--- src/rtl/gen1_descrambler.sv ---
`default_nettype none
// ============================================================================
// Module   : gen1_descrambler
// Purpose  : Gen1 per-lane receive descrambler. It reseeds the LFSR on COM,
//            passes K symbols and TS1/TS2 bodies raw, and has 6-cycle latency.
// Revision : 1.0 - initial release
// ============================================================================
module gen1_descrambler (
    input  logic       clk_i,
    input  logic       rst_n_i,
    input  logic [7:0] data_i,
    input  logic       k_i,
    input  logic       descramble_enable_i,
    output logic [7:0] data_o,
    output logic       k_o,
    output logic       synced_o,
    output logic       ts_o
);

    localparam logic [7:0] c_com      = 8'hBC;
    localparam logic [7:0] c_skp      = 8'h1C;
    localparam logic [7:0] c_ts1_id   = 8'h4A;
    localparam logic [7:0] c_ts2_id   = 8'h45;
    localparam int         c_stages   = 5;      // stages ahead of the output register
    localparam logic [3:0] c_pos_id   = 4'd6;
    localparam logic [3:0] c_pos_last = 4'd15;

    typedef struct packed {
        logic [7:0] raw_data;
        logic [7:0] descr;
        logic       k;
        logic       raw;
        logic       ts;
    } stage_t;

    // Eight serial steps of x^16+x^5+x^4+x^3+1, collapsed into one symbol update.
    function automatic logic [15:0] f_lfsr_adv8(input logic [15:0] r);
        logic [15:0] n;
        n[0]  = r[8];
        n[1]  = r[9];
        n[2]  = r[10];
        n[3]  = r[8]  ^ r[11];
        n[4]  = r[8]  ^ r[9]  ^ r[12];
        n[5]  = r[8]  ^ r[9]  ^ r[10] ^ r[13];
        n[6]  = r[9]  ^ r[10] ^ r[11] ^ r[14];
        n[7]  = r[10] ^ r[11] ^ r[12] ^ r[15];
        n[8]  = r[0]  ^ r[11] ^ r[12] ^ r[13];
        n[9]  = r[1]  ^ r[12] ^ r[13] ^ r[14];
        n[10] = r[2]  ^ r[13] ^ r[14] ^ r[15];
        n[11] = r[3]  ^ r[14] ^ r[15];
        n[12] = r[4]  ^ r[15];
        n[13] = r[5];
        n[14] = r[6];
        n[15] = r[7];
        return n;
    endfunction

    logic [15:0] r_lfsr;
    logic        r_seen_com;
    logic        r_trk;
    logic [3:0]  r_pos;
    logic        r_ts_active;
    stage_t      r_stage [c_stages];

    logic        w_is_com;
    logic        w_is_skp;
    logic [3:0]  w_pos_inc;
    logic        w_pos_live;
    logic        w_ts_detect;
    logic        w_sym_ts;
    logic        w_raw;
    stage_t      w_in;
    stage_t      w_shift [c_stages];

    assign w_is_com  = k_i && (data_i == c_com);
    assign w_is_skp  = k_i && (data_i == c_skp);
    assign w_pos_inc = r_pos + 4'd1;
    // The incoming symbol belongs to an ordered set being tracked (position 1..15).
    assign w_pos_live  = r_trk && !w_is_com;
    assign w_ts_detect = w_pos_live && (w_pos_inc == c_pos_id) && !k_i &&
                         ((data_i == c_ts1_id) || (data_i == c_ts2_id));
    assign w_sym_ts    = w_ts_detect || (r_ts_active && !w_is_com);
    assign w_raw       = k_i || !descramble_enable_i || !r_seen_com || w_sym_ts;

    always_comb begin
        w_in.raw_data = data_i;
        w_in.descr    = data_i ^ r_lfsr[15:8];
        w_in.k        = k_i;
        w_in.raw      = w_raw;
        w_in.ts       = w_sym_ts;
    end

    // A TS decision retroactively marks positions 1..5 already in flight.
    always_comb begin
        for (int s = 0; s < c_stages; s++) begin
            w_shift[s] = r_stage[s];
            if (w_ts_detect) begin
                w_shift[s].raw = 1'b1;
                w_shift[s].ts  = 1'b1;
            end
        end
    end

    always_ff @(posedge clk_i or negedge rst_n_i) begin
        if (!rst_n_i) begin
            r_lfsr <= 16'hFFFF;
        end else if (w_is_com) begin
            r_lfsr <= 16'hFFFF;
        end else if (!w_is_skp && descramble_enable_i) begin
            r_lfsr <= f_lfsr_adv8(r_lfsr);
        end
    end

    always_ff @(posedge clk_i or negedge rst_n_i) begin
        if (!rst_n_i) begin
            r_seen_com  <= 1'b0;
            r_trk       <= 1'b0;
            r_pos       <= 4'd0;
            r_ts_active <= 1'b0;
        end else begin
            if (w_is_com) begin
                r_seen_com  <= 1'b1;
                r_trk       <= 1'b1;
                r_pos       <= 4'd0;
                r_ts_active <= 1'b0;
            end else if (r_trk) begin
                r_pos <= w_pos_inc;
                // SKP ordered sets and completed ordered sets stop tracking.
                if ((w_pos_inc == c_pos_last) || (w_is_skp && (w_pos_inc == 4'd1))) begin
                    r_trk <= 1'b0;
                end
                if (w_ts_detect) begin
                    r_ts_active <= 1'b1;
                end else if (w_pos_inc == c_pos_last) begin
                    r_ts_active <= 1'b0;
                end
            end
        end
    end

    always_ff @(posedge clk_i or negedge rst_n_i) begin
        if (!rst_n_i) begin
            for (int s = 0; s < c_stages; s++) begin
                r_stage[s] <= '0;
            end
        end else begin
            r_stage[0] <= w_in;
            for (int s = 1; s < c_stages; s++) begin
                r_stage[s] <= w_shift[s-1];
            end
        end
    end

    always_ff @(posedge clk_i or negedge rst_n_i) begin
        if (!rst_n_i) begin
            data_o   <= 8'h00;
            k_o      <= 1'b0;
            ts_o     <= 1'b0;
            synced_o <= 1'b0;
        end else begin
            data_o <= w_shift[c_stages-1].raw ? w_shift[c_stages-1].raw_data
                                              : w_shift[c_stages-1].descr;
            k_o    <= w_shift[c_stages-1].k;
            ts_o   <= w_shift[c_stages-1].ts;
            if (w_shift[c_stages-1].k && (w_shift[c_stages-1].raw_data == c_com)) begin
                synced_o <= 1'b1;
            end
        end
    end

endmodule
`default_nettype wire

--- config.mk ---
export PLATFORM = sky130hd
export DESIGN_NAME = gen1_descrambler
export DESIGN_NICKNAME = d
export VERILOG_FILES = /design/src/rtl/gen1_descrambler.sv
export SDC_FILE = /design/constraint.sdc
export NUM_CORES = 1
export LEC_CHECK = 0
export ABC_AREA = 0
export BUFFER_PORTS_ARGS = -buffer_cell sky130_fd_sc_hd__clkbuf_2
export CORE_UTILIZATION = 39
export DETAILED_ROUTE_END_ITERATION = 8
export MAX_ROUTING_LAYER = met4
export PLACE_DENSITY = 0.56
export SYNTH_ARGS = -nofsm -noshare
export SYNTH_HDL_FRONTEND = slang
export SYNTH_SLANG_ARGS = --single-unit
--- constraint.sdc ---
create_clock -name clk_i -period 3.7 [get_ports clk_i]
set_input_delay 0.74 -clock clk_i [delete_from_list [all_inputs] [get_ports clk_i]]
set_output_delay 0.74 -clock clk_i [all_outputs]
set_load 0.02 [all_outputs]
==> results of run 1 <==
[through the flow]
step / area (µm²) / instances / total power (W)
global route: 5180 / 470 / 0.00461
floorplan: 4360 / 284 / 0.00267
finish: 5180 / 470 / 0.00433
detailed placement: 4620 / 438 / 0.00286
CTS: 5180 / 470 / 0.00440
global placement: 4620 / 438 / 0.00283
[how the worst max path moves through the flow]
stage               from        end  slack [ns]  cells past startpoint
2_1_floorplan  data_i[1]  data_o[0]        1.61                      4
3_5_place_dp   data_i[2]  data_o[6]        1.19                      5
3_3_place_gp   data_i[2]  data_o[0]        1.24                      5
6_report        r_pos[0]  data_o[3]        1.43                      5
5_1_grt         r_pos[0]  data_o[3]        1.32                      5
4_1_cts         r_pos[0]  data_o[3]        1.42                      5
[sequential cells by signal, summed over array words and instances, names as in the netlist]
| register | count |
|---|---|
| ts_o | 1 |
| data_o | 8 |
| k_o | 1 |
| synced_o | 1 |
| r_ts_active | 1 |
| r_stage | 95 |
| r_lfsr | 16 |
| r_pos | 4 |
| r_seen_com | 1 |
| r_trk | 1 |
[layer usage]
layer	wire [µm]	up-vias	global-route usage (%)	part of all wire [%]
met1	2720	1077	15.8	43
met5	0	-	-	0
li1	-	1003	-	-
met3	224	12	5.33	3.6
met4	139	0	6.56	2.2
met2	3180	37	20.5	51
[area by class of cell]
cell class / instances / share of cell area, %
Inverter: 6 / 0.435
Clock buffer: 17 / 8.00
Clock inverter: 15 / 2.73
Tap cell: 140 / 3.38
Multi-Input combinational cell: 136 / 19.8
Timing Repair Buffer: 27 / 2.90
Sequential cell: 129 / 62.7
[power by group]
group | internal, W | switching (W) | leakage [nW] | total, W
clock | 0.000857 | 0.000657 | 0.270 | 0.00151
sequential | 0.00186 | 0.000247 | 1.49 | 0.00210
combinational | 0.000367 | 0.000348 | 0.628 | 0.000715
total | 0.00308 | 0.00125 | 2.39 | 0.00433
[logic make-up (layout without fill, tap and decap cells)]
family	after synthesis	after routing	synth area share [%]
adder cells (fa/ha/maj)	4	4	1.15
AO/OA/AOI/OAI	19	19	3.65
multiplexers	17	17	4.14
AND/OR/NAND/NOR	63	63	8.01
buffers and inverters	19	65	1.87
XOR/XNOR	33	33	6.63
flip-flops	129	129	74.6
[synthesized netlist by cell type (all sizes together)]
master	n	area [µm²]
dfstp	16	420
nor4	1	6.26
buf	4	25.0
a21oi	1	5.00
o21ai	1	5.00
ha	4	50.1
mux2	8	90.1
and3b	2	18.8
nor2	9	33.8
and2b	2	17.5
o41ai	1	27.5
a21boi	2	15.0
xor2	19	166
o22ai	1	6.26
mux2i	9	90.1
and4bb	3	37.5
nor4bb	1	10.0
clkbuf	9	33.8
nor3	1	5.00
nand4	2	12.5
and4b	1	11.3
a31oi	1	6.26
o211ai	9	67.6
and2	1	6.26
inv	6	22.5
or4b	1	10.0
nand3	3	15.0
a41o	1	10.0
nor2b	1	6.26
or2	9	56.3
nand2	24	90.1
xnor2	14	123
o21bai	1	7.51
a31o	1	8.76
nand2b	2	12.5
dfrtp	113	2830
[worst max-delay path: cells and delay by family (launching register included)]
| family | cells | cell delay [ns] |
|---|---|---|
| AO/OA/AOI/OAI | 1 | 0.69 |
| adder cells (fa/ha/maj) | 1 | 0.26 |
| multiplexers | 1 | 0.42 |
| AND/OR/NAND/NOR | 2 | 0.32 |
| flip-flops | 1 | 0.46 |
==> flow_summary_export.csv, run 1 <==
group,metric,value,unit
run_status,run_status,"finished, final reports clean",
worst_setup_path,cpPeakStageDelay,0.69,ns
drt,via_per_inst,4.53,
min_path,min-delay-path-class,"reg2reg",
worst_setup_path,reg2reg_slack,1.43,ns
worst_setup_path,path_cells,"ha_1 > and2b_2 > nor2_1 > o41ai_4 > mux2_2",
sta,maxSlewHeadroom,37.7,%
worst_setup_path,launch_instance_of_the_worst_register_to_register_path,"r_pos[0]",
floorplan,floorplan.die.height,108,µm
sta,rsz_0062_raised_after_global_routing,"no",
sta,hold_violations,0,
finish,fill_cells,944,
worst_setup_path,startpoint_type,"flop",
clock_network,ctsHtreeMaxLevel,4,
clock_network,cts_tree,"done",
sta,timing_max_transition_violations_final,0,
drt,routed_wl,6.26,mm
floorplan,die_area,0.0116,mm²
min_path,whs_path_depth,0,
sta,finalWorstPathRequiredPeriod,2.27,ns
grt,vias_in_the_first_global_route,2203,
finish,post_route_cells_drive_above_1_share,30.6,%
clock_network,clock_input_transition_at_the_sequential_cells_of_the_worst_setup_and_hold_paths,0.07,ns
drt,detail_route.wl_per_cell,13.3,µm
floorplan,core.rowCount,38,
logic_synthesis,synth.cell_area,0.00436,mm²
clock_network,post_cts_resized,0,
min_path,hold-path-endpoint,"r_stage[24]",
worst_setup_path,worstPathMaxFanout,8,
grt,grt.total_usage,13.5,%
worst_setup_path,timing.rr.end,"data_o[3]",
floorplan,die_w,108,µm
sta,smallest_setup_slack_after_layout,1.43,ns
worst_setup_path,r2r.worst_path.cells,5,
worst_setup_path,worstSetupEndpointType,"flop",
floorplan,ioPinCount,23,
worst_setup_path,critical_path_class,"reg2reg",
logic_synthesis,synth_seq_cells,129,
grt,initial_antenna_violation_count,0,
logic_synthesis,ys_types,39,
finish,layout.cells.most_common,"sky130_fd_sc_hd__dfrtp_1",
clock_network,cts-root-buf,"sky130_fd_sc_hd__clkbuf_8",
pwr,power.leakage,2.39,nW
grt,grt_remaining_overflow,0,
clock_network,cts_buffers,17,
sta,share_of_the_clock_period_used_by_the_worst_path_after_layout,61.5,%
pwr,ir_drop,0.313,mV
drt,route.vias.total,2129,
finish,area_growth_syn_to_layout,18.9,%
sta,achievable-frequency,440,MHz
logic_synthesis,ys_seq_area_share,74.6,%
logic_synthesis,mean_post_synth_cell_area,15.3,µm²
floorplan,fp.coreArea,0.0108,mm²
placed_design,routability_congestion_estimate,0.788,
flow_run,max-cap-violations,0,
pwr,power_density,837,mW/mm²
grt,grt_first_pass_wirelength,11.1,mm
logic_synthesis,yosys_warnings,0,
placed_design,numPortBuffers,22,
clock_network,clock_insertion_delay_worst_skew,0.51,ns
grt,grt_start_max_net_pins,79,
clock_network,clockBufferDepth,2,
drt,remaining_antenna_violation_count,0,
drt,drt_iter0_drc,112,
sta,fin_skew,0.00733,ns
floorplan,floorplan.initialDensity,40.2,%
placed_design,preCtsSetupSlack,1.19,ns
drt,drtPass1Iterations,4,
finish,core_utilization_of_the_finished_layout,47.8,%
sta,setup-violations-final,0,
finish,multiInputGateArea,0.00103,mm²
clock_network,clock_tree_sinks,129,
finish,ff_latch_area,0.00325,mm²
worst_setup_path,cp.required,4.09,ns
sta,hold_ws,0.340,ns
placed_design,dp_hpwl,3.98,mm
logic_synthesis,syn_nets,300,
min_path,critical_hold_path_startpoint,"r_stage[43]",
sta,tightest_slew,0.935,ns
clock_network,cts_setup_buffers,0,
drt,drc,0,
finish,nets,333,
worst_setup_path,worst_path_max_delay_cell,"sky130_fd_sc_hd__o41ai_4",
logic_synthesis,synthesized_instance_count,284,
sta,fin_tns_setup,0,ns
finish,antenna-diode-count,0,
worst_setup_path,critPathArrivalTime,2.66,ns
finish,most-common-layout-cells,"113 x sky130_fd_sc_hd__dfrtp_1, 24 x sky130_fd_sc_hd__nand2_1, 21 x sky130_fd_sc_hd__clkbuf_2",
clock_network,cts_hold_fix_bufs,0,
(Power assumes the default switching activity.)
==> run 2, diff against run 1 <==
- PLACE_DENSITY: 0.56 -> 0.58
- clock period: 3.7 -> 1.85 ns (I/O delays scaled with it)
==> run 2 against run 1 <==
Net effect:
- the run now ends with setup timing left
- global-route usage is 0.35 points lower
- cell area increased by 4.3%
- non-clock buffer count rose by 19
- clock power grew 100%
- cell count is 4.0% higher
- total power increased by 100%
- register-to-register slack worse by 1.5 ns
- die area unchanged
- critical path type unchanged
==> flow_summary_export.csv, run 2 (synthesis gave the netlist of run 1 again) <==
group,metric,value,unit
sta,achievable-frequency,521,MHz
pwr,post-layout-total-power,0.00881,W
sta,timing_max_transition_violations_final,0,
drt,routed_wl,6.30,mm
finish,register_with_the_most_flip_flops,"r_stage",
grt,grt_start_max_net_pins,86,
clock_network,cts_tree,"done",
worst_setup_path,worstPathMaxFanout,8,
finish,most-common-layout-cells,"111 x sky130_fd_sc_hd__dfrtp_1, 24 x sky130_fd_sc_hd__nand2_1, 21 x sky130_fd_sc_hd__clkbuf_2",
floorplan,fp.coreArea,0.0108,mm²
floorplan,floorplan.initialDensity,40.2,%
grt,grt_remaining_overflow,0,
pwr,power_density,1630,mW/mm²
placed_design,routability_congestion_estimate,0.808,
drt,detail_route.wl_per_cell,12.9,µm
placed_design,placement.cell_area,0.00479,mm²
worst_setup_path,reg2reg_slack,-0.07,ns
floorplan,ioPinCount,23,
finish,largest_register_ffs,95,
worst_setup_path,cp.required,2.24,ns
clock_network,clock_insertion_delay_worst_skew,0.50,ns
clock_network,ctsHtreeMaxLevel,4,
flow_run,max-cap-violations,0,
finish,nets,352,
clock_network,cts_buffers,17,
placed_design,numPortBuffers,22,
floorplan,floorplan.die.height,108,µm
grt,initial_antenna_violation_count,0,
sta,rsz_0062_raised_after_global_routing,"yes",
finish,antenna-diode-count,0,
finish,post_route_cells_drive_above_1_share,35.0,%
worst_setup_path,timing.rr.end,"data_o[6]",
run_status,run_status,"finished with violations",
finish,layout.cells.most_common,"sky130_fd_sc_hd__dfrtp_1",
sta,hold_violations,0,
floorplan,core.rowCount,38,
drt,drtPass1Iterations,4,
finish,area_growth_syn_to_layout,24.0,%
drt,via_per_inst,4.43,
sta,smallest_setup_slack_after_layout,-0.0693,ns
sta,setup-violations-final,8,
finish,layout_top_registers,"r_stage x95, r_lfsr x16, data_o x8",
worst_setup_path,worstSetupEndpointType,"flop",
placed_design,preCtsSetupSlack,-0.0871,ns
sta,share_of_the_clock_period_used_by_the_worst_path_after_layout,104,%
sta,tightest_slew,0.434,ns
min_path,whs_path_depth,1,
clock_network,cts-root-buf,"sky130_fd_sc_hd__clkbuf_8",
placed_design,dp_hpwl,3.95,mm
run_status,failed_checks,"setup timing",
pwr,ir_drop,0.745,mV
finish,final_area,0.00540,mm²
sta,maxSlewHeadroom,71.1,%
grt,grt.total_usage,13.2,%
worst_setup_path,critPathArrivalTime,2.30,ns
min_path,hold-path-endpoint,"r_stage[93]",
sta,finalWorstPathRequiredPeriod,1.92,ns
floorplan,die_area,0.0116,mm²
grt,vias_in_the_first_global_route,2317,
drt,drt_iter0_drc,96,
min_path,min-delay-path-class,"in2reg",
finish,fill_cells,958,
clock_network,clock_input_transition_at_the_sequential_cells_of_the_worst_setup_and_hold_paths,0.06,ns
floorplan,die_w,108,µm
drt,route.vias.total,2166,
clock_network,clockBufferDepth,2,
clock_network,clock_tree_sinks,129,
worst_setup_path,startpoint_type,"flop",
worst_setup_path,launch_instance_of_the_worst_register_to_register_path,"r_pos[1]",
sta,fin_skew,0.00736,ns
worst_setup_path,r2r.worst_path.cells,6,
drt,drc,0,
grt,grt_first_pass_wirelength,11.0,mm
worst_setup_path,critical_path_class,"reg2reg",
min_path,critical_hold_path_startpoint,"data_i[6]",
pwr,power.leakage,2.49,nW
drt,remaining_antenna_violation_count,0,
finish,core_utilization_of_the_finished_layout,49.9,%
## run 2: cell type report
cell class	instances	area, µm²	area share [%]
sequential	129	3250	60.2
clock buffer	17	414	7.66
multi-input combinational	136	1060	19.6
tap	140	175	3.24
timing repair buffer	46	344	6.37
clock inverter	15	138	2.55
inverter	6	22.5	0.417
## run 2: worst max path at each step
stage                     slack [ns]  cells past startpoint      start   endpoint
after floorplan                -0.07                      5   r_pos[0]  data_o[0]
after global placement         -0.05                      6  data_i[1]  data_o[0]
after detailed placement       -0.09                      6  data_i[1]  data_o[4]
after CTS                      -0.07                      6   r_pos[1]  data_o[6]
after global routing           -0.13                      6   r_pos[1]  data_o[3]
final                          -0.07                      6   r_pos[1]  data_o[6]
## run 2: per-layer routing
| metal | vias to the layer above | global-route usage (%) | routed length [µm] |
|---|---|---|---|
| li1 | 1036 | - | - |
| met1 | 1086 | 16.2 | 2840 |
| met2 | 37 | 20.2 | 3230 |
| met3 | 7 | 4.72 | 191 |
| met4 | 0 | 4.70 | 45 |
| met5 | - | - | 0 |
## run 2: per-stage QoR
stage          hold slack (ns)  cells  TNS, ns
2_1_floorplan           0.0744    284   -0.504
6_report                0.0591    489   -0.467
4_1_cts                 0.0401    489   -0.464
5_1_grt                 0.0453    489   -0.889
3_3_place_gp             0.332    452   -0.369
3_5_place_dp             0.335    452   -0.610
## run 2: what timing repair did
item / CTS / global route
resized for setup: 2 / 2
endpoints found under the hold margin: 116 / 0
endpoints found under the setup margin: 8 / 8
pin swaps: 1 / 0
cloned: 0 / 0
setup buffers: 1 / 0
hold buffers: 4 / 0
## run 2: power by group
part / leakage [nW] / internal [W] / total, W / switching (W)
clock: 0.264 / 0.00171 / 0.00302 / 0.00131
sequential: 1.49 / 0.00372 / 0.00419 / 0.000474
combinational: 0.744 / 0.000851 / 0.00160 / 0.000749
total: 2.49 / 0.00628 / 0.00881 / 0.00254
## run 2: critical path, stage by stage (launching register included)
cell	delay [ns]
sky130_fd_sc_hd__dfrtp_2	0.45
sky130_fd_sc_hd__ha_4	0.18
sky130_fd_sc_hd__and2b_2	0.25
sky130_fd_sc_hd__nor2_4	0.05
sky130_fd_sc_hd__o41ai_4	0.34
sky130_fd_sc_hd__buf_6	0.19
sky130_fd_sc_hd__mux2_2	0.33
